<file path="src/rtl/circulant_transpose_reader.sv">
// circulant_transpose_reader
// Read-side sequencer for the circulant-skewed BRAM transpose buffer. Issues one
// diagonal read per original column, rotates the returned chunks back into row
// order and streams transposed rows through a 2-entry valid/ready FIFO.
// Optional build macro: CIRC_RD_RAW_MODE_EN adds a raw_mode input that bypasses
// the rotation (debug view of the stored diagonals).
module circulant_transpose_reader #(
    parameter int MATRIX_DIM = 4,
    parameter int MEM_WIDTH  = 8,
    parameter int ROW_WIDTH  = MATRIX_DIM * MEM_WIDTH,
    parameter int ADDR_LEN   = $clog2(MATRIX_DIM)
) (
    input  logic                           clk,
    input  logic                           rst_n,
    input  logic                           start,
    input  logic [ADDR_LEN-1:0]            base_mem,
`ifdef CIRC_RD_RAW_MODE_EN
    input  logic                           raw_mode,
`endif
    output logic                           busy,
    output logic                           done,
    output logic                           bram_ren,
    output logic [MATRIX_DIM*ADDR_LEN-1:0] bram_raddr,
    input  logic [ROW_WIDTH-1:0]           bram_rdata,
    output logic [ROW_WIDTH-1:0]           out_data,
    output logic [ADDR_LEN-1:0]            out_idx,
    output logic                           out_last,
    output logic                           out_valid,
    input  logic                           out_ready
);

    localparam logic [ADDR_LEN-1:0] LAST_IDX = ADDR_LEN'(MATRIX_DIM - 1);

    typedef enum logic [1:0] {IDLE, ISSUE, DRAIN} state_t;

    typedef struct packed {
        logic [ROW_WIDTH-1:0] data;
        logic [ADDR_LEN-1:0]  idx;
        logic                 last;
    } beat_t;

    state_t              state, state_d;
    logic [ADDR_LEN-1:0] base_q;
    logic [ADDR_LEN-1:0] j_q;
    logic                in_flight;
    logic [ADDR_LEN-1:0] rd_shift;
    logic [ADDR_LEN-1:0] rd_idx;
    logic                rd_last;
    logic [ADDR_LEN-1:0] shift_next;
`ifdef CIRC_RD_RAW_MODE_EN
    logic                raw_q;
`endif

    beat_t               fifo_mem [2];
    logic                wr_ptr, rd_ptr;
    logic [1:0]          fifo_count;
    logic                push, pop, permit;
    logic [2:0]          occupancy;
    logic [ADDR_LEN-1:0] src_col [MATRIX_DIM];
    logic [ROW_WIDTH-1:0] rotated;

    // Rotation amount for the read being issued; raw mode pins it to zero.
`ifdef CIRC_RD_RAW_MODE_EN
    assign shift_next = raw_q ? '0 : ADDR_LEN'(base_q + j_q);
`else
    assign shift_next = ADDR_LEN'(base_q + j_q);
`endif

    // Credit check: reads in flight plus queued beats must leave room in the FIFO.
    assign pop       = out_valid & out_ready;
    assign push      = in_flight;
    assign occupancy = {2'b00, in_flight} + {1'b0, fifo_count} - {2'b00, pop};
    assign permit    = occupancy < 3'd2;
    assign bram_ren  = (state == ISSUE) && permit;
    assign busy      = (state != IDLE);

    // Diagonal read addresses: column m reads row (m - B - j) mod MATRIX_DIM.
    always_comb begin
        // NOTE: every combinational output gets a default first so no path
        // leaves it unassigned and no latch is inferred.
        bram_raddr = '0;
        if (bram_ren) begin
            for (int m = 0; m < MATRIX_DIM; m++) begin
                bram_raddr[m*ADDR_LEN +: ADDR_LEN] = ADDR_LEN'(m) - base_q - j_q;
            end
        end
    end

    // Unscramble returned chunks: row r comes from BRAM column (r + s) mod MATRIX_DIM.
    always_comb begin
        rotated = '0;
        for (int r = 0; r < MATRIX_DIM; r++) begin
            src_col[r] = ADDR_LEN'(r) + rd_shift;
            rotated[r*MEM_WIDTH +: MEM_WIDTH] = bram_rdata[src_col[r]*MEM_WIDTH +: MEM_WIDTH];
        end
    end

    // Next-state logic and the end-of-tile done pulse.
    always_comb begin
        state_d = state;
        done    = 1'b0;
        case (state)
            IDLE:  if (start) state_d = ISSUE;
            ISSUE: if (bram_ren && (j_q == LAST_IDX)) state_d = DRAIN;
            DRAIN: begin
                if (!in_flight && (fifo_count == 2'd0)) begin
                    done    = 1'b1;
                    state_d = IDLE;
                end
            end
            default: state_d = IDLE;
        endcase
    end

    // State register, tile parameters and the read-in-flight pipeline stage.
    always_ff @(posedge clk or negedge rst_n) begin
        // NOTE: sequential state uses non-blocking assignments so every
        // register samples pre-edge values regardless of statement order.
        if (!rst_n) begin
            state     <= IDLE;
            base_q    <= '0;
            j_q       <= '0;
            in_flight <= 1'b0;
            rd_shift  <= '0;
            rd_idx    <= '0;
            rd_last   <= 1'b0;
`ifdef CIRC_RD_RAW_MODE_EN
            raw_q     <= 1'b0;
`endif
        end else begin
            state     <= state_d;
            in_flight <= bram_ren;
            if (state == IDLE && start) begin
                base_q <= base_mem;
                j_q    <= '0;
`ifdef CIRC_RD_RAW_MODE_EN
                raw_q  <= raw_mode;
`endif
            end
            if (bram_ren) begin
                j_q      <= j_q + 1'b1;
                rd_shift <= shift_next;
                rd_idx   <= j_q;
                rd_last  <= (j_q == LAST_IDX);
            end
        end
    end

    // Two-entry output FIFO; push and pop on a full FIFO leaves occupancy unchanged.
    always_ff @(posedge clk or negedge rst_n) begin
        if (!rst_n) begin
            // NOTE: the two storage entries are reset so the head (and hence
            // out_data/out_idx/out_last) reads zero out of reset.
            for (int i = 0; i < 2; i++) fifo_mem[i] <= '0;
            wr_ptr     <= 1'b0;
            rd_ptr     <= 1'b0;
            fifo_count <= '0;
        end else begin
            if (push) begin
                fifo_mem[wr_ptr] <= '{data: rotated, idx: rd_idx, last: rd_last};
                wr_ptr           <= ~wr_ptr;
            end
            if (pop) rd_ptr <= ~rd_ptr;
            fifo_count <= fifo_count + {1'b0, push} - {1'b0, pop};
        end
    end

    assign out_valid = (fifo_count != 2'd0);
    assign out_data  = fifo_mem[rd_ptr].data;
    assign out_idx   = fifo_mem[rd_ptr].idx;
    assign out_last  = fifo_mem[rd_ptr].last;

endmodule

</file>
<file path="config.mk">
export PLATFORM = sky130hd
export DESIGN_NAME = circulant_transpose_reader
export DESIGN_NICKNAME = d
export VERILOG_FILES = /design/src/rtl/circulant_transpose_reader.sv
export SDC_FILE = /design/constraint.sdc
export NUM_CORES = 1
export LEC_CHECK = 0
export ABC_CLOCK_PERIOD_IN_PS = 4000
export CELL_PAD_IN_SITES_DETAIL_PLACEMENT = 2
export CELL_PAD_IN_SITES_GLOBAL_PLACEMENT = 2
export CORE_MARGIN = 4
export CORE_UTILIZATION = 34
export CTS_CLUSTER_DIAMETER = 120
export CTS_CLUSTER_SIZE = 40
export DETAILED_ROUTE_END_ITERATION = 12
export PLACE_DENSITY_LB_ADDON = 0.1
export SYNTH_ARGS = -nofsm -noshare
export SYNTH_HDL_FRONTEND = slang
export SYNTH_SLANG_ARGS = --single-unit
</file>
<file path="constraint.sdc">
create_clock -name clk -period 4 [get_ports clk]
set_clock_uncertainty 0.1 [all_clocks]
set_input_delay 0.8 -clock clk [delete_from_list [all_inputs] [get_ports clk]]
set_output_delay 0.8 -clock clk [all_outputs]
set_load 0.02 [all_outputs]
</file>
==> impl_metrics.csv, run 1 <==
group,metric,value,unit
sta,fmax,0.256,GHz
sta,layout_min_cycle_time,3910,ps
cts,clockBufferDepth,2,
global_route,grt_start_max_net_pins,53,
sta,finalCritPeriodShare,97.7,%
detailed_routing,drc_errors,0,
critical_path,r2r_start,"fifo_count[1]",
yosys,syn_nets,445,
critical_path,r2r-end,"rd_shift[1]",
critical_path,path_delay_family,"adder cells",
detailed_routing,drtAntennaViolNets,0,
detailed_routing,avgViaCountPerCell,4.93,
critical_path,cp_data_required_time,3100,ps
critical_path,cp-start-kind,"input port",
final_layout,syn2layout_area_growth,27.8,%
critical_path,crit_slowest_cell,"fa_1",
final_layout,n_fill_cell,1349,
die,core,12900,sq um
global_route,antenna_found_initial,0,
yosys,synth_cell_types,27,
sta,drv_slew,0,
critical_path,cp-end-kind,"output port",
yosys,synth-seq-cells,86,
yosys,ys_seq_area_share,47.3,%
final_layout,mostFrequentLayoutCell,"dfrtp_1",
sta,hold_viol_final,0,
pwr,pwr_density_cell,990,nW/um^2
sta,max-slew-margin-rel,29.6,%
cts,clockRootBuffer,"clkbuf_16",
sta,layout_setup_ws,93.9,ps
cts,clk_pin_slew,60,ps
placement,gp_congestion,0.707,
detailed_routing,drt_wl_total,12500,um
critical_path,rr_worst_depth,11,
critical_path,critPathMostFrequentCell,"buf_4",
final_layout,nets,523,
critical_path,r2r_slack,1090,ps
critical_path,worst_ep_arrival_time,3010,ps
yosys,syn_avg_cell_area,11.4,sq um
detailed_routing,routedWlPerCell,19.0,um
placement,dpl.hpwl,8940,um
global_route,overflow,0,
run_status,status,"completed",
critical_path,path_buf_inv,4,
die,die_h,124,um
final_layout,antenna_cells,0,
yosys,syn_inst,400,
global_route,gr-usage-all-layers,17.5,%
placement,pre_cts_slack,-431,ps
cts,cts_tree,"done",
detailed_routing,num_vias,3226,
sta,tightest_slew,1060,ps
pwr,p_leak,2.70,nW
die,num_rows,41,
global_route,grt_pass1_vias,3741,
pwr,peakVddDrop,0.000442,V
critical_path,critical_path_class,"input port to output port",
final_layout,layout_common_cells,"dfrtp_1, clkdlybuf4s50_1, nand2_1",
die,dieArea,15300,sq um
cts,htree_levels,3,
sta,setup_viol,0,
critical_path,crit_chain,"clkdlybuf4s50_1 > and2_4 > ha_1 > inv_1 > ha_2 > fa_1 > nor2_2 > nand3_4 > buf_4 > nor2_1 > buf_4",
pwr,total_power,5.76,mW
detailed_routing,drtIter0Drc,113,
yosys,synth_area,4550,sq um
final_layout,drive_gt1_share,26.9,%
critical_path,crit_path_max_fanout,5,
die,die_x,124,um
die,start_util,35.3,%
detailed_routing,drt-pass1-iter-count,4,
cts,clock_latency,340,ps
critical_path,crit_end,"bram_raddr[3]",
critical_path,crit_start,"out_ready",
critical_path,max_stage_delay,490,ps
yosys,synth_warnings,0,
placement,io_buffers,84,
critical_path,crit_cells,11,
global_route,grt_pass1_wl,20100,um
job,drv_cap,0,
die,io_pins,85,
sta,rsz0062_at_grt,"yes",
cts,clock-sinks,86,
hold_path,min_path_type,"input port to asynchronous set/reset pin",
cts,numCtsBuffers,9,
## power breakdown
part           switching (mW)  total (mW)  leakage [nW]  internal (mW)
Clock                   0.332       0.801         0.142          0.470
Combinational            1.63        3.24          1.50           1.62
Sequential              0.414        1.72          1.05           1.30
Total                    2.37        5.76          2.70           3.39
## cells in the mapped netlist
library cell | instances | area share, %
o21ai_0 | 33 | 3.6
inv_1 | 7 | 0.58
mux2_2 | 50 | 12
nand2_1 | 67 | 5.5
or3b_1 | 1 | 0.19
mux2_4 | 30 | 9.9
o2bb2ai_1 | 1 | 0.19
a211oi_1 | 1 | 0.17
o21ai_1 | 31 | 3.4
or2_2 | 2 | 0.27
inv_2 | 1 | 0.082
dfrtp_1 | 86 | 47
ha_1 | 6 | 1.7
nand3_4 | 1 | 0.39
nor2_1 | 6 | 0.50
mux2i_1 | 34 | 7.5
xor2_1 | 5 | 0.96
nand2b_1 | 2 | 0.27
and2_1 | 4 | 0.55
buf_4 | 3 | 0.50
clkbuf_1 | 9 | 0.74
xnor2_1 | 2 | 0.39
buf_2 | 12 | 1.3
fa_1 | 1 | 0.44
buf_6 | 3 | 0.74
nor3_1 | 1 | 0.11
buf_8 | 1 | 0.33
## worst register-to-register path, cell delays in order (launching register included)
cell     delay [ps]
dfrtp_1         420
or2_2           330
and2_4          170
ha_1            270
inv_1            40
ha_2            160
fa_1            490
nor2_2          150
nand3_4         150
inv_4           110
buf_4           130
mux2_4          290
## worst min-delay path by stage
| stage | endpoint | depth (start not counted) |
|---|---|---|
| after floorplan | fifo_mem[14] | 2 |
| after global placement | fifo_mem[16] | 2 |
| after detailed placement | fifo_mem[51] | 2 |
| after CTS | fifo_mem[51] | 2 |
| after global routing | fifo_mem[7] | 1 |
| final | fifo_mem[7] | 1 |
## per-layer routing
metal  GRT usage [%]  part of all wire [%]  vias up
li1                -                     -     1525
met1            21.5                    43     1630
met2            30.1                    51       58
met3            5.00                   4.4       13
met4            4.57                   1.2        0
met5               0                     0        -
## through the flow
step | TNS [ps] | std cells | instance area [sq um] | util, % | hold slack (ps)
2_1_floorplan | 0 | 400 | 4550 | - | 344
4_1_cts | -5.68 | 654 | 5810 | 45.2 | 385
3_5_place_dp | -3190 | 638 | 5520 | 42.9 | 371
3_3_place_gp | -2780 | 638 | 5520 | 42.9 | 358
6_report | 0 | 655 | 5820 | 45.2 | 378
5_1_grt | -100 | 655 | 5820 | 45.2 | 406
## logic make-up after synthesis
family | synth area share, %
xor+xnor | 1.35
simple gates | 7.81
mux | 29.8
flops | 47.3
buf+inv | 4.29
compound gates | 7.40
fa+ha+maj | 2.09
## repair_timing
action	4_1_cts	5_1_grt
pin swaps	0	1
setup endpoints to repair	9	9
buffers inserted	0	1
gates resized for setup	28	21
hold buffers	0	0
hold endpoints to repair	0	0
## registers in the layout, summed over array words and instances, names as in the netlist
signal	cells
fifo_mem	70
base_q	2
fifo_count	2
j_q	2
rd_idx	2
rd_shift	2
state	2
in_flight	1
rd_last	1
rd_ptr	1
wr_ptr	1
## final cells by class
cell class,instances,area [sq um],area share [%]
clock buffer,13,270,4.65
clock inverter,3,17.5,0.301
inverter,8,32.5,0.559
multi-input combinational,278,2230,38.4
sequential,86,2150,37.0
tap,172,215,3.70
timing repair buffer,95,893,15.4
Power figures use the tool's default switching activity.
==> run 2: changes to the inputs <==
Settings changed: CORE_MARGIN 4 to 2.
==> run 2 against run 1 <==
  * Highest routed layer unchanged
  * Critical endpoint unchanged
  * Sequential share of layout area fell by 0.21 points
  * Global-route usage rose by 0.65 points
  * Fmax fell by 0.17%
==> impl_metrics.csv, run 2 (synthesized netlist as in run 1, its figures left out) <==
group,metric,value,unit
global_route,grt_pass1_wl,19900,um
pwr,p_seq_share,30.2,%
cts,clockRootBuffer,"clkbuf_16",
cts,numCtsBuffers,9,
placement,io_buffers,84,
detailed_routing,drt-pass1-iter-count,4,
pwr,peakVddDrop,0.000449,V
sta,hold_viol_final,0,
critical_path,critPathMostFrequentCell,"ha_1",
detailed_routing,avgViaCountPerCell,4.98,
pwr,pwr_density_cell,1010,nW/um^2
critical_path,cp-end-kind,"output port",
critical_path,max_stage_delay,470,ps
sta,setup_viol,0,
hold_path,min_path_type,"register to register",
critical_path,crit_path_max_fanout,8,
cts,cts_tree,"done",
critical_path,r2r_slack,1190,ps
final_layout,regMostFlops,"fifo_mem",
sta,rsz0062_at_grt,"yes",
sta,tightest_slew,1070,ps
final_layout,drive_gt1_share,26.9,%
pwr,clockPowerShare,15.7,%
pwr,p_switching,2.38,mW
final_layout,syn2layout_area_growth,28.6,%
final_layout,layout_common_cells,"dfrtp_1, clkdlybuf4s50_1, nand2_1",
global_route,antenna_found_initial,0,
global_route,overflow,0,
detailed_routing,routedWlPerCell,18.7,um
die,core,13100,sq um
detailed_routing,drt_wl_total,12300,um
placement,dpl.hpwl,8450,um
pwr,p_leak,2.71,nW
global_route,grt_pass1_vias,3713,
sta,setup_tns,0,ps
hold_path,whs_path_depth,2,
sta,layout_min_cycle_time,3910,ps
critical_path,cp-start-kind,"input port",
die,num_rows,42,
detailed_routing,drc_errors,0,
pwr,total_power,5.88,mW
cts,cts_hold_buf,0,
cts,clock_latency,350,ps
final_layout,largest_reg_flops,70,
sta,drv_slew,0,
die,die_x,120,um
global_route,grt_start_max_net_pins,80,
final_layout,nets,523,
detailed_routing,drtAntennaViolNets,0,
critical_path,cp_data_required_time,3100,ps
die,die_h,120,um
critical_path,rr_worst_depth,10,
die,io_pins,85,
sta,max-slew-margin-rel,28.5,%
placement,gp_congestion,0.759,
cts,clock-sinks,86,
pwr,switching_share,40.4,%
pwr,pwr-share-comb,54.1,%
detailed_routing,num_vias,3279,
die,dieArea,14300,sq um
pwr,intPower,3.50,mW
critical_path,worst_ep_arrival_time,3010,ps
critical_path,crit_chain,"clkdlybuf4s50_1 > and2_1 > ha_1 > inv_1 > ha_1 > fa_1 > nor2_2 > nand3_4 > buf_6 > nor2_1 > buf_4",
final_layout,mostFrequentLayoutCell,"dfrtp_1",
cts,clockBufferDepth,2,
critical_path,crit_slowest_cell,"fa_1",
sta,finalCritPeriodShare,97.8,%
cts,clk_pin_slew,60,ps
die,start_util,34.6,%
critical_path,critical_path_class,"input port to output port",
final_layout,antenna_cells,0,
sta,fmax,0.256,GHz
detailed_routing,drtIter0Drc,103,
run_status,status,"completed",
cts,htree_levels,3,
job,drv_cap,0,
global_route,gr-usage-all-layers,18.2,%
==> run 2: area by class of cell <==
class / count / area, sq um
fill: 1366 / 7290
multi-input combinational: 278 / 2220
sequential: 86 / 2160
timing repair buffer: 95 / 892
clock buffer: 12 / 256
tap: 176 / 220
clock inverter: 4 / 70.1
inverter: 8 / 32.5
==> run 2: final timing paths <==
| path | startpoint | to |
|---|---|---|
| max in group asynchronous | rst_n | rd_shift[1] |
| min in group asynchronous | rst_n | fifo_mem[40] |
| max | out_ready | bram_raddr[3] |
| min reg2reg | fifo_mem[42] | fifo_mem[42] |
| max reg2reg | fifo_count[1] | rd_idx[1] |
| min | fifo_mem[42] | fifo_mem[42] |
==> run 2: layer usage <==
| metal | vias to the layer above | wire (um) | track usage [%] |
|---|---|---|---|
| li1 | 1524 | - | - |
| met4 | 0 | 211 | 6.84 |
| met5 | - | 0 | 0 |
| met2 | 53 | 6240 | 30.9 |
| met1 | 1691 | 5540 | 23.3 |
| met3 | 11 | 315 | 2.85 |
==> run 2: timing repair <==
action,CTS,global route
buffers inserted,0,1
setup endpoints to repair,9,9
pin swaps,0,1
resized for setup,35,13
endpoints found under the hold margin,0,0
gates cloned,0,0
==> run 2: metrics by stage <==
stage / worst slack [ps] / hold WS (ps) / util, % / std cells / instance area [sq um]
finish: 87.1 / 380 / 44.5 / 659 / 5850
global route: -6.88 / 414 / 44.5 / 659 / 5850
CTS: 11.8 / 385 / 44.4 / 658 / 5840
detailed placement: -424 / 371 / 42.1 / 642 / 5530
global placement: -389 / 358 / 42.1 / 642 / 5530
floorplan: 263 / 344 / - / 400 / 4550
==> run 2: power by group through the flow <==
stage	Clock, mW	Sequential [mW]	Combinational (mW)
2_1_floorplan	0	1.48	2.23
3_3_place_gp	0	1.76	3.10
3_5_place_dp	0	1.80	3.20
6_report	0.925	1.78	3.18
4_1_cts	0.949	1.79	3.19
5_1_grt	0.984	1.87	3.45
==> run 2: critical path, delay by kind of cell <==
kind	cells	cell delay, ps
AND/OR/NAND/NOR	4	550
buffers and inverters	4	740
adder cells (fa/ha/maj)	3	920
